--- config.mk ---
export PLATFORM = sky130hd
export DESIGN_NAME = zigzag_serializer_flat
export DESIGN_NICKNAME = d
export VERILOG_FILES = /design/src/rtl/zigzag_serializer_pkg.sv /design/src/rtl/zigzag_serializer_if.sv /design/src/rtl/zz_bank.sv /design/src/rtl/zigzag_serializer.sv /design/src/flat_wrapper.sv
export SDC_FILE = /design/constraint.sdc
export NUM_CORES = 1
export LEC_CHECK = 0
export ABC_AREA = 0
export CAP_MARGIN = 20
export CORE_ASPECT_RATIO = 2
export CORE_MARGIN = 5
export CORE_UTILIZATION = 45
export CTS_CLUSTER_DIAMETER = 120
export DETAILED_ROUTE_END_ITERATION = 6
export DONT_BUFFER_PORTS = 1
export GPL_ROUTABILITY_DRIVEN = 0
export HOLD_SLACK_MARGIN = 0.02
export SLEW_MARGIN = 10
export SYNTH_ARGS = -nofsm -noshare
export SYNTH_HDL_FRONTEND = slang
export SYNTH_SLANG_ARGS = --single-unit
--- constraint.sdc ---
create_clock -name clk -period 8.85 [get_ports clk]
set_input_delay 1.77 -clock clk [delete_from_list [all_inputs] [get_ports clk]]
set_output_delay 1.77 -clock clk [all_outputs]
set_load 0.01 [all_outputs]
--- src/rtl/zigzag_serializer_pkg.sv ---
// Shared constants, bank states and the JPEG zigzag scan tables
// for the ping-pong 8x8 zigzag serializer.
package jpeg_zz_pkg;

  localparam int N = 8;

  typedef enum logic [1:0] {
    BANK_EMPTY,
    BANK_FILLING,
    BANK_FULL,
    BANK_DRAINING
  } bank_state_e;

  localparam logic [2:0] ZZ_ROW [64] = '{
    3'd0, 3'd0, 3'd1, 3'd2, 3'd1, 3'd0, 3'd0, 3'd1,
    3'd2, 3'd3, 3'd4, 3'd3, 3'd2, 3'd1, 3'd0, 3'd0,
    3'd1, 3'd2, 3'd3, 3'd4, 3'd5, 3'd6, 3'd5, 3'd4,
    3'd3, 3'd2, 3'd1, 3'd0, 3'd0, 3'd1, 3'd2, 3'd3,
    3'd4, 3'd5, 3'd6, 3'd7, 3'd7, 3'd6, 3'd5, 3'd4,
    3'd3, 3'd2, 3'd1, 3'd2, 3'd3, 3'd4, 3'd5, 3'd6,
    3'd7, 3'd7, 3'd6, 3'd5, 3'd4, 3'd3, 3'd4, 3'd5,
    3'd6, 3'd7, 3'd7, 3'd6, 3'd5, 3'd6, 3'd7, 3'd7
  };

  localparam logic [2:0] ZZ_COL [64] = '{
    3'd0, 3'd1, 3'd0, 3'd0, 3'd1, 3'd2, 3'd3, 3'd2,
    3'd1, 3'd0, 3'd0, 3'd1, 3'd2, 3'd3, 3'd4, 3'd5,
    3'd4, 3'd3, 3'd2, 3'd1, 3'd0, 3'd0, 3'd1, 3'd2,
    3'd3, 3'd4, 3'd5, 3'd6, 3'd7, 3'd6, 3'd5, 3'd4,
    3'd3, 3'd2, 3'd1, 3'd0, 3'd1, 3'd2, 3'd3, 3'd4,
    3'd5, 3'd6, 3'd7, 3'd7, 3'd6, 3'd5, 3'd4, 3'd3,
    3'd2, 3'd3, 3'd4, 3'd5, 3'd6, 3'd7, 3'd7, 3'd6,
    3'd5, 3'd4, 3'd5, 3'd6, 3'd7, 3'd7, 3'd6, 3'd7
  };

endpackage

--- src/rtl/zigzag_serializer_if.sv ---
// Row-beat input and coefficient output bundle of the serializer.
// slave = serializer side, master = producer/consumer side.
interface zigzag_serializer_if #(
  parameter int W = 8
);
  logic              in_valid;
  logic [7:0][W-1:0] in_data;
  logic              in_sob;
  logic              in_eob;
  logic              in_sof;
  logic              in_ready;
  logic              out_valid;
  logic              out_ready;
  logic [W-1:0]      out_data;
  logic              out_sob;
  logic              out_eob;
  logic              out_sof;
  logic [1:0]        err;

  modport slave (
    input  in_valid, in_data, in_sob,
    input  in_eob, in_sof, out_ready,
    output in_ready, out_valid, out_data,
    output out_sob, out_eob, out_sof, err
  );

  modport master (
    output in_valid, in_data, in_sob,
    output in_eob, in_sof, out_ready,
    input  in_ready, out_valid, out_data,
    input  out_sob, out_eob, out_sof, err
  );
endinterface

--- src/rtl/zz_bank.sv ---
// One 8x8 coefficient bank: whole-row write, single-element read.
// Contents are deliberately not reset; bank state lives in the top.
module zz_bank
  import jpeg_zz_pkg::*;
#(
  parameter int W = 8
) (
  input  logic              clk,
  input  logic              we_i,
  input  logic [2:0]        wrow_i,
  input  logic [N-1:0][W-1:0] wdata_i,
  input  logic [2:0]        rrow_i,
  input  logic [2:0]        rcol_i,
  output logic [W-1:0]      rdata_o
);

  logic [N-1:0][N-1:0][W-1:0] mem_q;

  always_ff @(posedge clk) begin
    if (we_i) mem_q[wrow_i] <= wdata_i;
  end

  assign rdata_o = mem_q[rrow_i][rcol_i];

endmodule

--- src/rtl/zigzag_serializer.sv ---
// Ping-pong 8x8 row collector that streams each block out
// one coefficient per beat in JPEG zigzag order.
module zigzag_serializer
  import jpeg_zz_pkg::*;
#(
  parameter int W = 8
) (
  input logic              clk,
  input logic              rst_n,
  zigzag_serializer_if.slave bus
);

  bank_state_e st_q [2];
  bank_state_e wst;
  logic        wp_q, rp_q, ign_q;
  logic [2:0]  row_q;
  logic [5:0]  k_q;
  logic [1:0]  sof_q, err_q;
  logic        ov_q, osob_q, oeob_q, osof_q;
  logic [W-1:0] od_q;

  logic        acc, rd_last, rd_start, chain, load, rsel;
  logic [5:0]  ridx;
  logic [W-1:0] rdat0, rdat1, rdata;
  logic        sob_ok, sob_ovf, fill, orphan, we;
  logic        done, bad_eob, restart;
  logic [2:0]  wrow;

  assign acc      = ov_q && bus.out_ready;
  assign rd_last  = acc && (k_q == 6'd63);
  assign rd_start = !ov_q && (st_q[rp_q] == BANK_FULL);
  assign chain    = rd_last && (st_q[~rp_q] == BANK_FULL);
  assign load     = rd_start || chain || (acc && !rd_last);
  assign rsel     = rd_last ? ~rp_q : rp_q;
  assign ridx     = k_q + {5'd0, acc};
  assign rdata    = rsel ? rdat1 : rdat0;

  // A bank released by the drain this cycle is writable now.
  assign wst = (rd_last && (rp_q == wp_q)) ? BANK_EMPTY
                                           : st_q[wp_q];

  assign sob_ok  = bus.in_valid && bus.in_sob &&
                   (wst == BANK_EMPTY || wst == BANK_FILLING);
  assign sob_ovf = bus.in_valid && bus.in_sob &&
                   (wst == BANK_FULL || wst == BANK_DRAINING);
  assign fill    = bus.in_valid && !bus.in_sob && !ign_q &&
                   (wst == BANK_FILLING);
  assign orphan  = bus.in_valid && !bus.in_sob && !ign_q &&
                   (wst != BANK_FILLING);
  assign restart = sob_ok && (wst == BANK_FILLING);
  assign we      = sob_ok || fill;
  assign wrow    = bus.in_sob ? 3'd0 : row_q;
  assign done    = we && bus.in_eob && (wrow == 3'd7);
  assign bad_eob = we && bus.in_eob && (wrow != 3'd7);

  zz_bank #(.W(W)) u_bank0 (
    .clk     (clk),
    .we_i    (we && !wp_q),
    .wrow_i  (wrow),
    .wdata_i (bus.in_data),
    .rrow_i  (ZZ_ROW[ridx]),
    .rcol_i  (ZZ_COL[ridx]),
    .rdata_o (rdat0)
  );

  zz_bank #(.W(W)) u_bank1 (
    .clk     (clk),
    .we_i    (we && wp_q),
    .wrow_i  (wrow),
    .wdata_i (bus.in_data),
    .rrow_i  (ZZ_ROW[ridx]),
    .rcol_i  (ZZ_COL[ridx]),
    .rdata_o (rdat1)
  );

  always_ff @(posedge clk or negedge rst_n) begin
    if (!rst_n) begin
      st_q[0] <= BANK_EMPTY;
      st_q[1] <= BANK_EMPTY;
      wp_q    <= 1'b0;
      rp_q    <= 1'b0;
      ign_q   <= 1'b0;
      row_q   <= 3'd0;
      k_q     <= 6'd0;
      sof_q   <= 2'b00;
      err_q   <= 2'b00;
      ov_q    <= 1'b0;
      od_q    <= '0;
      osob_q  <= 1'b0;
      oeob_q  <= 1'b0;
      osof_q  <= 1'b0;
    end else begin
      if (rd_start) st_q[rp_q] <= BANK_DRAINING;
      if (rd_last) begin
        st_q[rp_q] <= BANK_EMPTY;
        rp_q       <= ~rp_q;
      end
      if (chain) st_q[~rp_q] <= BANK_DRAINING;
      if (acc || rd_start) k_q <= ridx;
      if (load) begin
        ov_q   <= 1'b1;
        od_q   <= rdata;
        osob_q <= (ridx == 6'd0);
        oeob_q <= (ridx == 6'd63);
        osof_q <= (ridx == 6'd0) && sof_q[rsel];
      end else if (rd_last) begin
        ov_q   <= 1'b0;
        osob_q <= 1'b0;
        oeob_q <= 1'b0;
        osof_q <= 1'b0;
      end
      // Write side last so a same-cycle refill wins over the release.
      if (we) begin
        st_q[wp_q] <= done    ? BANK_FULL  :
                      bad_eob ? BANK_EMPTY : BANK_FILLING;
        row_q <= wrow + 3'd1;
      end
      if (done) wp_q <= ~wp_q;
      if (sob_ok) sof_q[wp_q] <= bus.in_sof;
      if (bus.in_valid && bus.in_sob) ign_q <= sob_ovf;
      err_q <= err_q | {restart || orphan || bad_eob, sob_ovf};
    end
  end

  assign bus.in_ready  = (st_q[wp_q] == BANK_EMPTY) ||
                         (st_q[wp_q] == BANK_FILLING);
  assign bus.out_valid = ov_q;
  assign bus.out_data  = od_q;
  assign bus.out_sob   = osob_q;
  assign bus.out_eob   = oeob_q;
  assign bus.out_sof   = osof_q;
  assign bus.err       = err_q;

endmodule

--- src/flat_wrapper.sv ---
// flat-port wrapper written by rule: the top's interface ports become plain ports
module zigzag_serializer_flat import jpeg_zz_pkg::*;
#(
  parameter int W = 8
)
  (clk, rst_n, bus_in_valid, bus_in_data, bus_in_sob, bus_in_eob, bus_in_sof, bus_out_ready, bus_in_ready, bus_out_valid, bus_out_data, bus_out_sob, bus_out_eob, bus_out_sof, bus_err);
  zigzag_serializer_if #(.W(W)) bus_i ();
  input logic clk;
  input logic rst_n;
  input wire logic [$bits(bus_i.in_valid)-1:0] bus_in_valid;
  input wire logic [$bits(bus_i.in_data)-1:0] bus_in_data;
  input wire logic [$bits(bus_i.in_sob)-1:0] bus_in_sob;
  input wire logic [$bits(bus_i.in_eob)-1:0] bus_in_eob;
  input wire logic [$bits(bus_i.in_sof)-1:0] bus_in_sof;
  input wire logic [$bits(bus_i.out_ready)-1:0] bus_out_ready;
  output wire logic [$bits(bus_i.in_ready)-1:0] bus_in_ready;
  output wire logic [$bits(bus_i.out_valid)-1:0] bus_out_valid;
  output wire logic [$bits(bus_i.out_data)-1:0] bus_out_data;
  output wire logic [$bits(bus_i.out_sob)-1:0] bus_out_sob;
  output wire logic [$bits(bus_i.out_eob)-1:0] bus_out_eob;
  output wire logic [$bits(bus_i.out_sof)-1:0] bus_out_sof;
  output wire logic [$bits(bus_i.err)-1:0] bus_err;
  assign bus_i.in_valid = bus_in_valid;
  assign bus_i.in_data = bus_in_data;
  assign bus_i.in_sob = bus_in_sob;
  assign bus_i.in_eob = bus_in_eob;
  assign bus_i.in_sof = bus_in_sof;
  assign bus_i.out_ready = bus_out_ready;
  assign bus_in_ready = bus_i.in_ready;
  assign bus_out_valid = bus_i.out_valid;
  assign bus_out_data = bus_i.out_data;
  assign bus_out_sob = bus_i.out_sob;
  assign bus_out_eob = bus_i.out_eob;
  assign bus_out_sof = bus_i.out_sof;
  assign bus_err = bus_i.err;
  zigzag_serializer #(.W(W)) u_core (.clk(clk), .rst_n(rst_n), .bus(bus_i));
endmodule
; ---- After elaboration in Yosys (flattened, before gate mapping)
; Memory sizes are Yosys's and may differ from the RTL's.
; Cells that the tools add are included.
[op_classes]
muxes = 52
eq_ne = 12
reduce_logical = 43
order_cmp = 14
bitwise_logic = 11
addsub = 2
[op_table]
columns = cell, count
row1 = 512-bit bitwise mux, 2
row2 = 64-bit binary-select mux with 3-bit select, 2
row3 = 64-bit demux with 3-bit select, 1
row4 = 64-bit 2-to-1 mux, 3
row5 = 8-bit binary-select mux with 3-bit select, 2
row6 = 2-bit 2-to-1 mux, 14
row7 = 1-bit logical AND, 25
row8 = 8-bit 2-to-1 mux, 3
row9 = 4-bit 2-to-1 mux, 4
row10 = 3-bit 2-to-1 mux, 5
row11 = 6-bit equality test (second input constant), 2
row12 = 3-bit by 4-bit < comparator with 1-bit output (second input constant), 3
row13 = 1-bit 2-to-1 mux, 10
row14 = 1-bit logical OR, 9
row15 = 2-bit equality test (second input constant), 4
row16 = 4-bit bitwise OR, 2
row17 = 7-bit >= comparator (second input constant), 1
row18 = 6-bit inverter with 7-bit output, 1
row19 = 6-bit by 1-bit adder with 6-bit output, 1
row20 = 2-bit demux with 1-bit select, 3
row21 = 2-bit >= comparator (second input constant), 3
row22 = 6-bit zero test, 1
row23 = 2-bit by 1-bit < comparator with 1-bit output (second input constant), 3
row24 = 1-bit inverter with 2-bit output, 3
row25 = 19 further kinds, 27
[totals]
rom_bits = 384
memories = 2
word_cells = 278
out_inout_bits = 15
regBits = 1056
[mem_list]
columns = name, words, width, read_ports, rd_clocked_by_memory_dff, write_ports, line
row1 = (no name shown), 64, 3, 1, 0, 0, zigzag_serializer.sv:62  ; .rcol_i (ZZ_COL[ridx]),
row2 = (no name shown), 64, 3, 1, 0, 0, zigzag_serializer.sv:61  ; .rrow_i (ZZ_ROW[ridx]),

; ---- Longest topological paths before layout
[depth]
depth_word = 15
mapped_depth = 22
mapped_depth_nobuf = 15

; ---- Hierarchy
; A second synthesis with hierarchy kept.
[hier_totals]
hier_cells = 2132
hier_area_um2 = 42211.7
[by_module_without_submodules]
columns = module, n_inst, cells_per_inst, area_each_um2
row1 = zz_bank, 2, 891, 19680.1
row2 = zigzag_serializer, 1, 350, 2851.5

; ---- Least setup slack after synthesis
; Ideal clock, no wire load.
[synth_timing]
kind = in2reg
from = input bus_out_ready
to = register u_core.u_bank0.mem_q[256] (netlist bit) (enable)
path_slack_ps = 680
required_time_ps = 8285
cell_stages = 12
arrival_time_ps = 7606
cell_sequence = buf_4 -> nand2_1 -> nor3_2 -> nand2_1 -> a31oi_1 -> nor2_1 -> a22o_1 -> and2_1 -> clkbuf_1 -> nand2_1 -> clkbuf_1 -> nor3_1
[synth_via]
elab_chain_len = 9
word_cells_on_any_way = 11
classes_between = eq/ne (1) / mux (1) / reduce/logical (9)
[synth_rtl]
columns = element, line
row1 = from (decl), flat_wrapper.sv:15  ; input wire logic [$bits(bus_i.out_ready)-1:0] bus_out_ready;
row2 = 1-bit logical AND *, zigzag_serializer.sv:29  ; assign acc = ov_q && bus.out_ready;
row3 = 1-bit logical AND *, zigzag_serializer.sv:30  ; assign rd_last = acc && (k_q == 6'd63);
row4 = 1-bit logical AND *, zigzag_serializer.sv:39  ; assign wst = (rd_last && (rp_q == wp_q)) ? BANK_EMPTY
row5 = 2-bit 2-to-1 mux *, zigzag_serializer.sv:39
row6 = 2-bit by 1-bit equality test with 1-bit output or 2-bit zero test (tied branches), "zigzag_serializer.sv:43, zigzag_serializer.sv:47"
row7 = 1-bit logical OR, zigzag_serializer.sv:43  ; (wst == BANK_EMPTY || wst == BANK_FILLING);
row8 = 1-bit logical AND, zigzag_serializer.sv:42  ; assign sob_ok = bus.in_valid && bus.in_sob &&
row9 = 1-bit logical OR *, zigzag_serializer.sv:51  ; assign we = sob_ok || fill;
row10 = 1-bit logical AND *, zigzag_serializer.sv:58  ; .we_i (we && !wp_q),
row11 = "to (signal, indexed assignment)", zz_bank.sv:20  ; if (we_i) mem_q[wrow_i] <= wdata_i;
row12 = to (decl), zz_bank.sv:17  ; logic [N-1:0][N-1:0][W-1:0] mem_q;
; Every way passes the cells marked *; elsewhere a longest branch is shown, timed or not.
; A chain may end at the register's enable or synchronous reset.

; ---- Worst setup path in the final report
[layout_timing]
from = input bus_out_ready
to = register u_core.od_q[3], in the netlist u_core.bus.out_data[3]
[layout_via]
elab_chain_len = 11
word_cells_on_any_way = 25
classes_between = add/sub (1) / mux (14) / bitwise (1) / reduce/logical (7) / memory (2)
[layout_rtl]
columns = element, line
row1 = 1-bit logical AND *, zigzag_serializer.sv:29
row2 = 6-bit by 1-bit adder with 6-bit output *, zigzag_serializer.sv:35  ; assign ridx = k_q + {5'd0, acc};
row3 = net u_core.ridx[1], zigzag_serializer.sv:23  ; logic [5:0] ridx;
row4 = 6-bit inverter with 7-bit output (not written as such) *, -
row5 = memory read 64 x 3 bit, -
row6 = 3-bit 2-to-1 mux (not written as such) (2 in series), zigzag_serializer.sv:61
row7 = 64-bit binary-select mux with 3-bit select, zz_bank.sv:23  ; assign rdata_o = mem_q[rrow_i][rcol_i];
row8 = 64-bit 2-to-1 mux (not written as such), zz_bank.sv:23
row9 = 8-bit binary-select mux with 3-bit select, zz_bank.sv:23
row10 = 8-bit 2-to-1 mux (not written as such), zz_bank.sv:23
row11 = 8-bit 2-to-1 mux *, zigzag_serializer.sv:36  ; assign rdata = rsel ? rdat1 : rdat0;
row12 = to (signal assigned), zigzag_serializer.sv:102  ; od_q <= rdata;
row13 = to (decl), zigzag_serializer.sv:20  ; logic [W-1:0] od_q;
; The timed path passes the listed nets; every way through them passes the cells marked *. The select of a mux whose other input is x is not followed.

==> results.ini <==
[status]
status=finished, final reports clean

[clock_network]
clk_latency_ns=0.68
clockBufferDepth=3
cts_sinks=1056
hold_buffers=0
cts_root_buf=clkbuf_16
post_cts_resized=0
cts_made_buffers=91
path_clk_slew_ns=0.06
post_cts_buffers=0
cts_tree=yes
cts_max_level=3

[routing]
vias=26800
wl_um=126000
antenna_left=0
vias_per_cell=6.16
drc=0
drtPass1Iterations=6
wl_per_cell_um=29.0
drt_iter0_markers=2891

[sta]
slew_headroom_pct=19.7
slew_violations=0
tightest_slew_ns=1.20
finClkSkew_ns=0.0278
hold_viol=0
tns_ns=0
finalWorstSetupSlack_ns=1.83
rsz0062_at_grt=false
setup_viol=0
max_freq_mhz=142
finalCriticalPeriod_ns=7.02
fin_crit_sh_pct=79.4

[place]
dp_slack_ns=1.29
place_hpwl_um=73000
io_buffers=0

[worst_setup_path]
r2r_end=u_core.bus.out_data[3]
rr_worst_depth=16
crit_start=bus_out_ready
timing.rr.start=u_core.bus.out_valid
crit_type=input pin to flip-flop
r2r_setup_slack_ns=1.90
crit_path_start_kind=input pin
endpoint_kind=flip-flop
cp_max_fo=52
critical_path_arrival_ns=7.56
required_ns=9.39

[worst_hold_path]
min_to=u_core.row_q[1]
min_from=u_core.row_q[1]
min_path_type=flip-flop to flip-flop
hold_depth=2

[grt]
antenna_found_initial=1
grt_overflow=0
grt_max_degree=82
grt_pass1_vias=26500
grt_pass1_wl_um=181000
track_usage_pct=24.4

[synthesis]
synth_nets=3147
ys_seq_area_share_pct=74.0
ys_ff_latch=1056
ys_types=78
synth_top_family_by_area=simple AND/OR/NAND/NOR gates
synthAdderAreaFrac_pct=0.382
synth_area_per_cell_um2=13.9
synth_edf_count=1024
yosys_warnings=0
synthArstFlopShare_pct=3.03
synthMuxAreaShare_pct=4.31
synth-xor-area-share_pct=0.188
ys_dominant_reg_cell=edfxtp_1
syn_area_um2=42600
synth_compound_area_share_pct=8.46
synth_cells=3063
synthSimpleGateAreaFrac_pct=10.3

[floorplanning]
row_count=159
coreArea_um2=94100
die_h_um=445
design.die.area_um2=101000
die_w_um=228
initial_core_util_pct=45.3
io_pins=86

[layout]
area_growth_syn_to_layout_pct=10.4
drive_gt1_share_pct=9.04
final_nets=3140

[run]
cap_violations=0

-- layout by cell type (no fill, tap or decap), types with 29 or more instances in the layout --
cell type and count:
a21oi_1 277, a31oi_1 39, a32oi_1 35, buf_4 77, clkbuf_16 91, dfrtp_1 32
edfxtp_1 1024, mux2i_1 179, nand2_1 755, nand3_1 80, nor4_1 76, o21ai_0 29
o22ai_1 68
-- worst max path at each step --
stage | endpoint | slack (ns) | cells past startpoint
floorplan | u_core.u_bank0.mem_q[256] | 0.68 | 12
global placement | u_core.bus.out_data[1] | 1.56 | 16
detailed placement | u_core.bus.out_data[2] | 1.29 | 15
CTS | u_core.bus.out_data[3] | 1.98 | 16
global route | u_core.bus.out_data[0] | 1.47 | 16
finish | u_core.bus.out_data[3] | 1.83 | 16
-- synthesized netlist by cell type, types with 8 or more instances --
cell type | n | area (um^2)
a32oi_1 | 35 | 307
buf_6 | 9 | 101
a311oi_1 | 18 | 158
inv_1 | 16 | 60.1
o41ai_2 | 8 | 130
nand3_1 | 80 | 400
buf_2 | 86 | 430
a211oi_1 | 18 | 135
nor4_1 | 78 | 488
buf_4 | 13 | 97.6
or4_1 | 12 | 90.1
nand2_1 | 756 | 2840
a31oi_1 | 39 | 244
a21oi_1 | 277 | 1390
ha_1 | 13 | 163
o32ai_1 | 8 | 70.1
o21ai_0 | 29 | 145
edfxtp_1 | 1024 | 30700
buf_1 | 12 | 45.0
and3_1 | 8 | 50.1
o22ai_1 | 69 | 432
mux2i_1 | 179 | 1790
dfrtp_1 | 32 | 801
clkbuf_1 | 68 | 255
nor2_1 | 27 | 101
nor3_1 | 24 | 120
o41ai_1 | 9 | 78.8
-- metrics by stage --
step | cell area (um^2) | util, % | hold WS (ns) | std cells
final | 47100 | 50.0 | 0.500 | 4341
after global routing | 47100 | 50.0 | 0.511 | 4340
after CTS | 47100 | 50.0 | 0.503 | 4339
after detailed placement | 44200 | 46.9 | 0.488 | 4170
after global placement | 44200 | 46.9 | 0.468 | 4169
after floorplan | 42600 | - | 0.450 | 3063
-- routing by layer --
metal  track usage [%]  vias up  part of all wire (%)  wire [um]
li1                  -    11600                     -          -
met1              28.6    13600                    35      44100
met2              42.2     1273                    51      64400
met3              4.53      337                   7.6       9560
met4              13.0        0                   6.1       7690
met5                 0        -                     0          0
-- cell type report --
cell class,count,area [um^2]
multi-input combinational,1799,10200
fill,7784,47000
sequential,1056,31600
clock inverter,50,452
antenna,2,5.00
tap,1207,1510
inverter,20,77.6
timing repair buffer,88,783
clock buffer,119,2440
-- kinds of logic (layout without fill, tap and decap cells) --
logic type | Yosys count | count (layout)
flops | 1056 | 1056
simple gates | 1027 | 1027
compound gates | 569 | 569
buf+inv | 208 | 277
mux | 183 | 183
fa+ha+maj | 13 | 13
xor+xnor | 7 | 7
other cells | 0 | 2
-- sequential cells by signal, summed over array words and instances (netlist names) --
register              count
u_core.u_bank0.mem_q    512
u_core.bus.out_eob        1
u_core.bus.out_data       8
u_core.wp_q               1
u_core.bus.out_valid      1
u_core.st_q               4
u_core.k_q                6
u_core.u_bank1.mem_q    512
u_core.bus.out_sof        1
u_core.rp_q               1
u_core.sof_q              2
u_core.row_q              3
u_core.bus.out_sob        1
u_core.bus.err            2
u_core.ign_q              1
-- critical path, stage by stage --
cell	delay, ns
nand3_1	0.35
xnor2_1	0.61
inv_1	0.24
ha_1	0.47
inv_1	0.22
mux2i_1	0.11
a21o_1	0.22
o32ai_4	0.46
and2_4	0.74
buf_4	0.71
mux2i_1	0.27
o22ai_1	0.11
nor4_1	0.56
o32ai_1	0.17
nor4_1	0.30
o41ai_2	0.13
Power is left out: the tool's default activity adds up to more than one toggle a clock period on the data nets, which glitch-free logic cannot reach.
